`config.mk`:
```
export PLATFORM = sky130hd
export DESIGN_NAME = epsilon_greedy_action_selector
export DESIGN_NICKNAME = d
export VERILOG_FILES = /design/src/rtl/ql_pkg.sv /design/src/rtl/lfsr16.sv /design/src/rtl/epsilon_greedy_action_selector.sv
export SDC_FILE = /design/constraint.sdc
export NUM_CORES = 1
export LEC_CHECK = 0
export ABC_AREA = 0
export BUFFER_PORTS_ARGS = -buffer_cell sky130_fd_sc_hd__buf_2
export CELL_PAD_IN_SITES_DETAIL_PLACEMENT = 1
export CELL_PAD_IN_SITES_GLOBAL_PLACEMENT = 2
export CORE_MARGIN = 4
export CORE_UTILIZATION = 31
export DETAILED_ROUTE_END_ITERATION = 16
export PLACE_DENSITY = 0.78
export SLEW_MARGIN = 20
export SYNTH_ARGS = -nofsm -noshare
export SYNTH_HDL_FRONTEND = slang
export SYNTH_HIERARCHICAL = 1
export SYNTH_SLANG_ARGS = --single-unit
```
`constraint.sdc`:
```
create_clock -name clk -period 2.9 [get_ports clk]
set_input_delay 0.145 -clock clk [delete_from_list [all_inputs] [get_ports clk]]
set_output_delay 0.145 -clock clk [all_outputs]
set_load 0.05 [all_outputs]
```
`src/rtl/ql_pkg.sv`:
```
// Shared Q-learning maze definitions: action encodings, default widths and
// the action-selector FSM state type.
package ql_pkg;

  localparam int N_ACTIONS       = 4;
  localparam int Q_WIDTH_DEF     = 16;
  localparam int STATE_WIDTH_DEF = 6;
  localparam int GOAL_STATE      = 25;

  localparam logic [3:0] ACT_UP    = 4'b0001;
  localparam logic [3:0] ACT_DOWN  = 4'b0010;
  localparam logic [3:0] ACT_LEFT  = 4'b0100;
  localparam logic [3:0] ACT_RIGHT = 4'b1000;

  typedef enum logic [1:0] {
    ST_IDLE,
    ST_READ,
    ST_DRAIN,
    ST_DECIDE
  } sel_state_e;

  function automatic logic [3:0] onehot4(input logic [1:0] idx);
    return ACT_UP << idx;
  endfunction

endpackage

```
`src/rtl/lfsr16.sv`:
```
// 16-bit Galois LFSR (x^16+x^14+x^13+x^11+1); advances only while enabled.
module lfsr16 #(
  parameter logic [15:0] SEED = 16'hACE1
) (
  input  logic        clk,
  input  logic        rst,
  input  logic        en,
  output logic [15:0] q
);

  always_ff @(posedge clk or posedge rst) begin
    if (rst) begin
      q <= SEED;
    end else if (en) begin
      q <= {1'b0, q[15:1]} ^ (q[0] ? 16'hB400 : 16'h0000);
    end
  end

endmodule

```
`src/rtl/epsilon_greedy_action_selector.sv`:
```
// Epsilon-greedy policy: reads the four Q(s,a) entries for the current state,
// tracks the signed argmax and optionally replaces it with a random action.
module epsilon_greedy_action_selector
  import ql_pkg::*;
#(
  parameter int          Q_WIDTH     = Q_WIDTH_DEF,
  parameter int          STATE_WIDTH = STATE_WIDTH_DEF,
  parameter int          EPS_WIDTH   = 8,
  parameter logic [15:0] LFSR_SEED   = 16'hACE1
) (
  input  logic                      clk,
  input  logic                      rst,
  input  logic                      en,
  input  logic                      start,
  input  logic [STATE_WIDTH-1:0]    current_state,
  input  logic [EPS_WIDTH-1:0]      epsilon,
  output logic                      q_rd_en,
  output logic [STATE_WIDTH+1:0]    q_rd_addr,
  input  logic signed [Q_WIDTH-1:0] q_rd_data,
  output logic [3:0]                next_action,
  output logic signed [Q_WIDTH-1:0] max_q,
  output logic                      explored,
  output logic                      action_valid,
  output logic                      busy
);

  localparam int AW = STATE_WIDTH + 2;

  sel_state_e               state_q;
  logic [15:0]              lfsr;
  logic                     q_rd_en_q;
  logic [AW-1:0]            q_rd_addr_q;
  logic                     cap_vld_q;
  logic [1:0]               cap_idx_q;
  logic [3:0]               next_action_q;
  logic signed [Q_WIDTH-1:0] max_q_q;
  logic                     explored_q;
  logic                     action_valid_q;
  logic                     busy_q;

  logic [EPS_WIDTH-1:0]     eps_q;
  logic [EPS_WIDTH-1:0]     rnd_byte_q;
  logic [1:0]               rnd_idx_q;
  logic signed [Q_WIDTH-1:0] best_q;
  logic [1:0]               best_idx_q;

  logic                     accept_d;
  logic                     explore_d;
  logic                     take_d;
  logic [1:0]               act_idx_d;
  logic                     unused_lfsr;

  assign unused_lfsr = ^lfsr[15:10];

  lfsr16 #(.SEED(LFSR_SEED)) u_lfsr (
    .clk (clk),
    .rst (rst),
    .en  (en),
    .q   (lfsr)
  );

  // busy_q stays high through the action_valid cycle, so a start that lands on
  // the decide edge or the cycle after it is ignored rather than queued.
  always_comb begin
    accept_d  = en && start && (state_q == ST_IDLE) && !busy_q;
    explore_d = rnd_byte_q < eps_q;
    act_idx_d = explore_d ? rnd_idx_q : best_idx_q;
    take_d    = cap_vld_q && ((cap_idx_q == 2'd0) || (q_rd_data > best_q));
  end

  always_ff @(posedge clk or posedge rst) begin
    if (rst) begin
      state_q        <= ST_IDLE;
      q_rd_en_q      <= 1'b0;
      q_rd_addr_q    <= '0;
      cap_vld_q      <= 1'b0;
      cap_idx_q      <= 2'd0;
      next_action_q  <= ACT_UP;
      max_q_q        <= '0;
      explored_q     <= 1'b0;
      action_valid_q <= 1'b0;
      busy_q         <= 1'b0;
    end else if (en) begin
      action_valid_q <= 1'b0;
      // Read data returns one cycle after the strobe: delay the index to match.
      cap_vld_q      <= q_rd_en_q;
      cap_idx_q      <= q_rd_addr_q[1:0];
      case (state_q)
        ST_IDLE: begin
          if (accept_d) begin
            state_q     <= ST_READ;
            q_rd_en_q   <= 1'b1;
            q_rd_addr_q <= {current_state, 2'b00};
            busy_q      <= 1'b1;
          end else begin
            busy_q      <= 1'b0;
          end
        end
        ST_READ: begin
          if (q_rd_addr_q[1:0] == 2'd3) begin
            q_rd_en_q <= 1'b0;
            state_q   <= ST_DRAIN;
          end else begin
            q_rd_addr_q <= {q_rd_addr_q[AW-1:2], q_rd_addr_q[1:0] + 2'd1};
          end
        end
        ST_DRAIN: begin
          state_q <= ST_DECIDE;
        end
        ST_DECIDE: begin
          next_action_q  <= onehot4(act_idx_d);
          max_q_q        <= best_q;
          explored_q     <= explore_d;
          action_valid_q <= 1'b1;
          state_q        <= ST_IDLE;
        end
        default: state_q <= ST_IDLE;
      endcase
    end
  end

  always_ff @(posedge clk) begin
    if (en) begin
      if (accept_d) begin
        eps_q      <= epsilon;
        rnd_byte_q <= lfsr[EPS_WIDTH-1:0];
        rnd_idx_q  <= lfsr[9:8];
      end
      if (take_d) begin
        best_q     <= q_rd_data;
        best_idx_q <= cap_idx_q;
      end
    end
  end

  assign q_rd_en      = q_rd_en_q;
  assign q_rd_addr    = q_rd_addr_q;
  assign next_action  = next_action_q;
  assign max_q        = max_q_q;
  assign explored     = explored_q;
  assign action_valid = action_valid_q & en;
  assign busy         = busy_q;

endmodule

```
==> run_results.csv <==
group,metric,value,unit
outcome,status,"complete, no violations",
route,routed_wl,8180,um
placed_design,dp_hpwl,5930,um
critical_path,critPathLaunchType,"input pin",
pwr,p_int,3.04,mW
clock_tree,insertion_delay,0.33,ns
hold_path,hold_path_depth,1,
grt,antenna_found_initial,0,
route,dr.pass1.iters,4,
critical_path,worstPathRequired,2.94,ns
yosys,synth_fp_nets,364,
yosys,synth_cells,302,
floorplan,start_util,32.1,%
layout,drive_gt1_share,29.3,%
critical_path,ff2ff_setup_slack,0.73,ns
hold_path,hold_path.class,"input pin to flip-flop",
sta,hold_ws,0.0154,ns
layout,mostFrequentLayoutCells,"65 x buf_2, 44 x dfrtp_1, 36 x edfxtp_1",
sta,worst_slew_pin_slew,0.652,ns
hold_path,hp-start,"q_rd_data[3]",
pwr,clockPowerShare,22.5,%
pwr,comb_power_share,35.8,%
floorplan,ios,66,
route,vias_per_cell,4.51,
yosys,ys_warn_count,6,
placed_design,numPortBuffers,65,
sta,slew_viol_final,0,
yosys,async_flop_share,59.6,%
critical_path,cp.arrival,2.23,ns
pwr,ir_worst_vdd,459,uV
yosys,syn_area,0.00391,mm^2
critical_path,r2r-end,"best_q[1]",
critical_path,worstReg2RegStart,"best_q[5]",
layout,area_growth,25.4,%
sta,fin_tns_setup,0,ns
critical_path,crit_type,"input pin to flip-flop",
hold_path,hold_end,"best_q[3]",
pwr,switching_share,38.4,%
pwr,finalPower,4.93,mW
layout,nNetsFinal,456,
layout,num-fill-cells,1319,
sta,finClkSkew,0.00646,ns
sta,fin_crit,2.19,ns
critical_path,reg2reg_depth,8,
route,drtAntennaViolNets,0,
grt,grt_max_degree,38,
clock_tree,cts_resized,0,
layout,diodes,0,
sta,hold_viol_final,0,
clock_tree,cts.path.max_buffers,2,
clock_tree,hold_buffers,17,
route,drc,0,
yosys,synth_ff_type,"dfrtp_1",
floorplan,num_rows,40,
yosys,ys_seq_elements,89,
grt,grt_pass1_wl,13900,um
floorplan,coreArea,0.0122,mm^2
sta,setup_viol,0,
pwr,netSwitchingPower,1.90,mW
sta,period_share,75.5,%
clock_tree,clk_pin_slew,0.06,ns
floorplan,die-area,0.0145,mm^2
sta,rsz0062_at_grt,"false",
layout,fin_util,40.3,%
yosys,yosysSeqAreaShare,61.9,%
pwr,power_density,1010,mW/mm^2
sta,relSlewSlack,56.1,%
route,drtIter0Drc,105,
clock_tree,clock-root-buffer,"clkbuf_16",
yosys,syn_avg_cell_area,12.9,um^2
clock_tree,htreeDepth,3,
pwr,seqPwrFrac,41.7,%
placed_design,place.gp.congestion,0.750,
yosys,synth-edff-count,36,
floorplan,die_h,120,um
critical_path,setup.worst_path.end_class,"flip-flop",
grt,grt_use_total,12.3,%
grt,grt_remaining_overflow,0,
clock_tree,cts.sinks,89,
clock_tree,cts_setup_buffers,0,
floorplan,die_w,120,um
route,wl_per_cell,14.4,um
clock_tree,cts_tree,"built",
flow_run,drv_cap,0,
grt,grt_pass1_vias,2812,
critical_path,critPathLaunch,"q_rd_data[12]",
clock_tree,cts_made_buffers,9,
sta,fmaxAchievable,457,MHz
route,vias,2560,
critical_path,path_max_fanout,9,
layout,final_common_cell,"buf_2",
yosys,ys_types,39,
pwr,p_leak,2.23,nW
-- worst max path at each step --
stage,slack [ns],to,depth (start not counted)
2_1_floorplan,0.42,best_idx_q[0],7
3_5_place_dp,0.74,best_q[3],8
3_3_place_gp,0.83,best_q[1],8
6_report,0.71,best_q[1],9
5_1_grt,0.57,best_q[5],8
4_1_cts,0.73,best_q[1],8
-- routing by layer --
metal	wire [um]	track usage (%)	vias up	part of all wire, %
met4	196	6.23	0	2.4
met2	4100	21.1	45	50
li1	-	-	1252	-
met3	293	2.57	11	3.6
met1	3590	14.6	1252	44
met5	0	0	-	0
-- area by class of cell --
| cell class | instances | area [um^2] | share of cell area (%) |
|---|---|---|---|
| Clock buffer | 13 | 240 | 4.91 |
| Clock inverter | 3 | 41.3 | 0.843 |
| Inverter | 33 | 124 | 2.53 |
| Multi-Input combinational cell | 172 | 1310 | 26.8 |
| Sequential cell | 89 | 2420 | 49.4 |
| Tap cell | 168 | 210 | 4.29 |
| Timing Repair Buffer | 89 | 551 | 11.2 |
-- critical path, stage by stage --
cell and delay (ns):
dlygate4sd3_1 0.55, buf_2 0.14, ha_1 0.27, nand4_1 0.10
nor3_1 0.34, a2bb2oi_1 0.22, a21oi_1 0.11, nor3_2 0.14
buf_4 0.22
-- metrics by stage --
stage / cell area [um^2] / setup slack (ns) / cells
3_3_place_gp: 4440 / 0.835 / 533
5_1_grt: 4900 / 0.571 / 567
6_report: 4900 / 0.711 / 567
2_1_floorplan: 3910 / 0.422 / 302
3_5_place_dp: 4440 / 0.737 / 533
4_1_cts: 4890 / 0.728 / 566
-- synth_stat cells (2+ instances only) --
library cell  count  share of area (%)
nand2_1          26                2.5
o21ai_0          26                3.3
clkbuf_1          4               0.38
dfstp_2           9                6.1
nand4b_1          2               0.45
mux2_4            4                1.5
xnor2_1           3               0.67
nand4_1           4               0.64
nand3_1           3               0.38
nor2b_1           3               0.48
dfrtp_1          44                 28
inv_1            33                3.2
a21oi_1          10                1.3
a21o_1            3               0.58
ha_1             28                9.0
a22o_1            3               0.67
nor3_1            3               0.38
buf_2             2               0.26
and3_1            2               0.32
edfxtp_1         36                 28
o211ai_1          5               0.96
nor2_1           10               0.96
o21a_1            2               0.38
mux2_2           20                5.8
nand2b_1          3               0.48
-- power by group through the flow --
stage	logic, mW	clock network, mW	registers [mW]
floorplan	0.673	0	2.69
global placement	1.71	0	2.06
CTS	1.79	1.15	2.06
detailed placement	1.77	0	2.09
global route	1.93	1.21	2.12
finish	1.77	1.11	2.06
-- logic make-up after synthesis --
kind of cell,count (synthesis),share of synthesized area (%)
compound gates,58,9.19
fa+ha+maj,28,8.97
mux,24,7.30
simple gates,59,7.33
flops,89,61.9
buf+inv,41,4.61
xor+xnor,3,0.673
-- flip-flops by register name (all words and copies together), names as in the netlist, 2 cells and up --
signal,flops
eps_q,8
rnd_idx_q,2
best_idx_q,2
q_rd_addr,8
rnd_byte_q,8
cap_idx_q,2
u_lfsr/q,16
max_q,16
state_q,2
best_q,16
next_action,4
(Power assumes the default switching activity.)
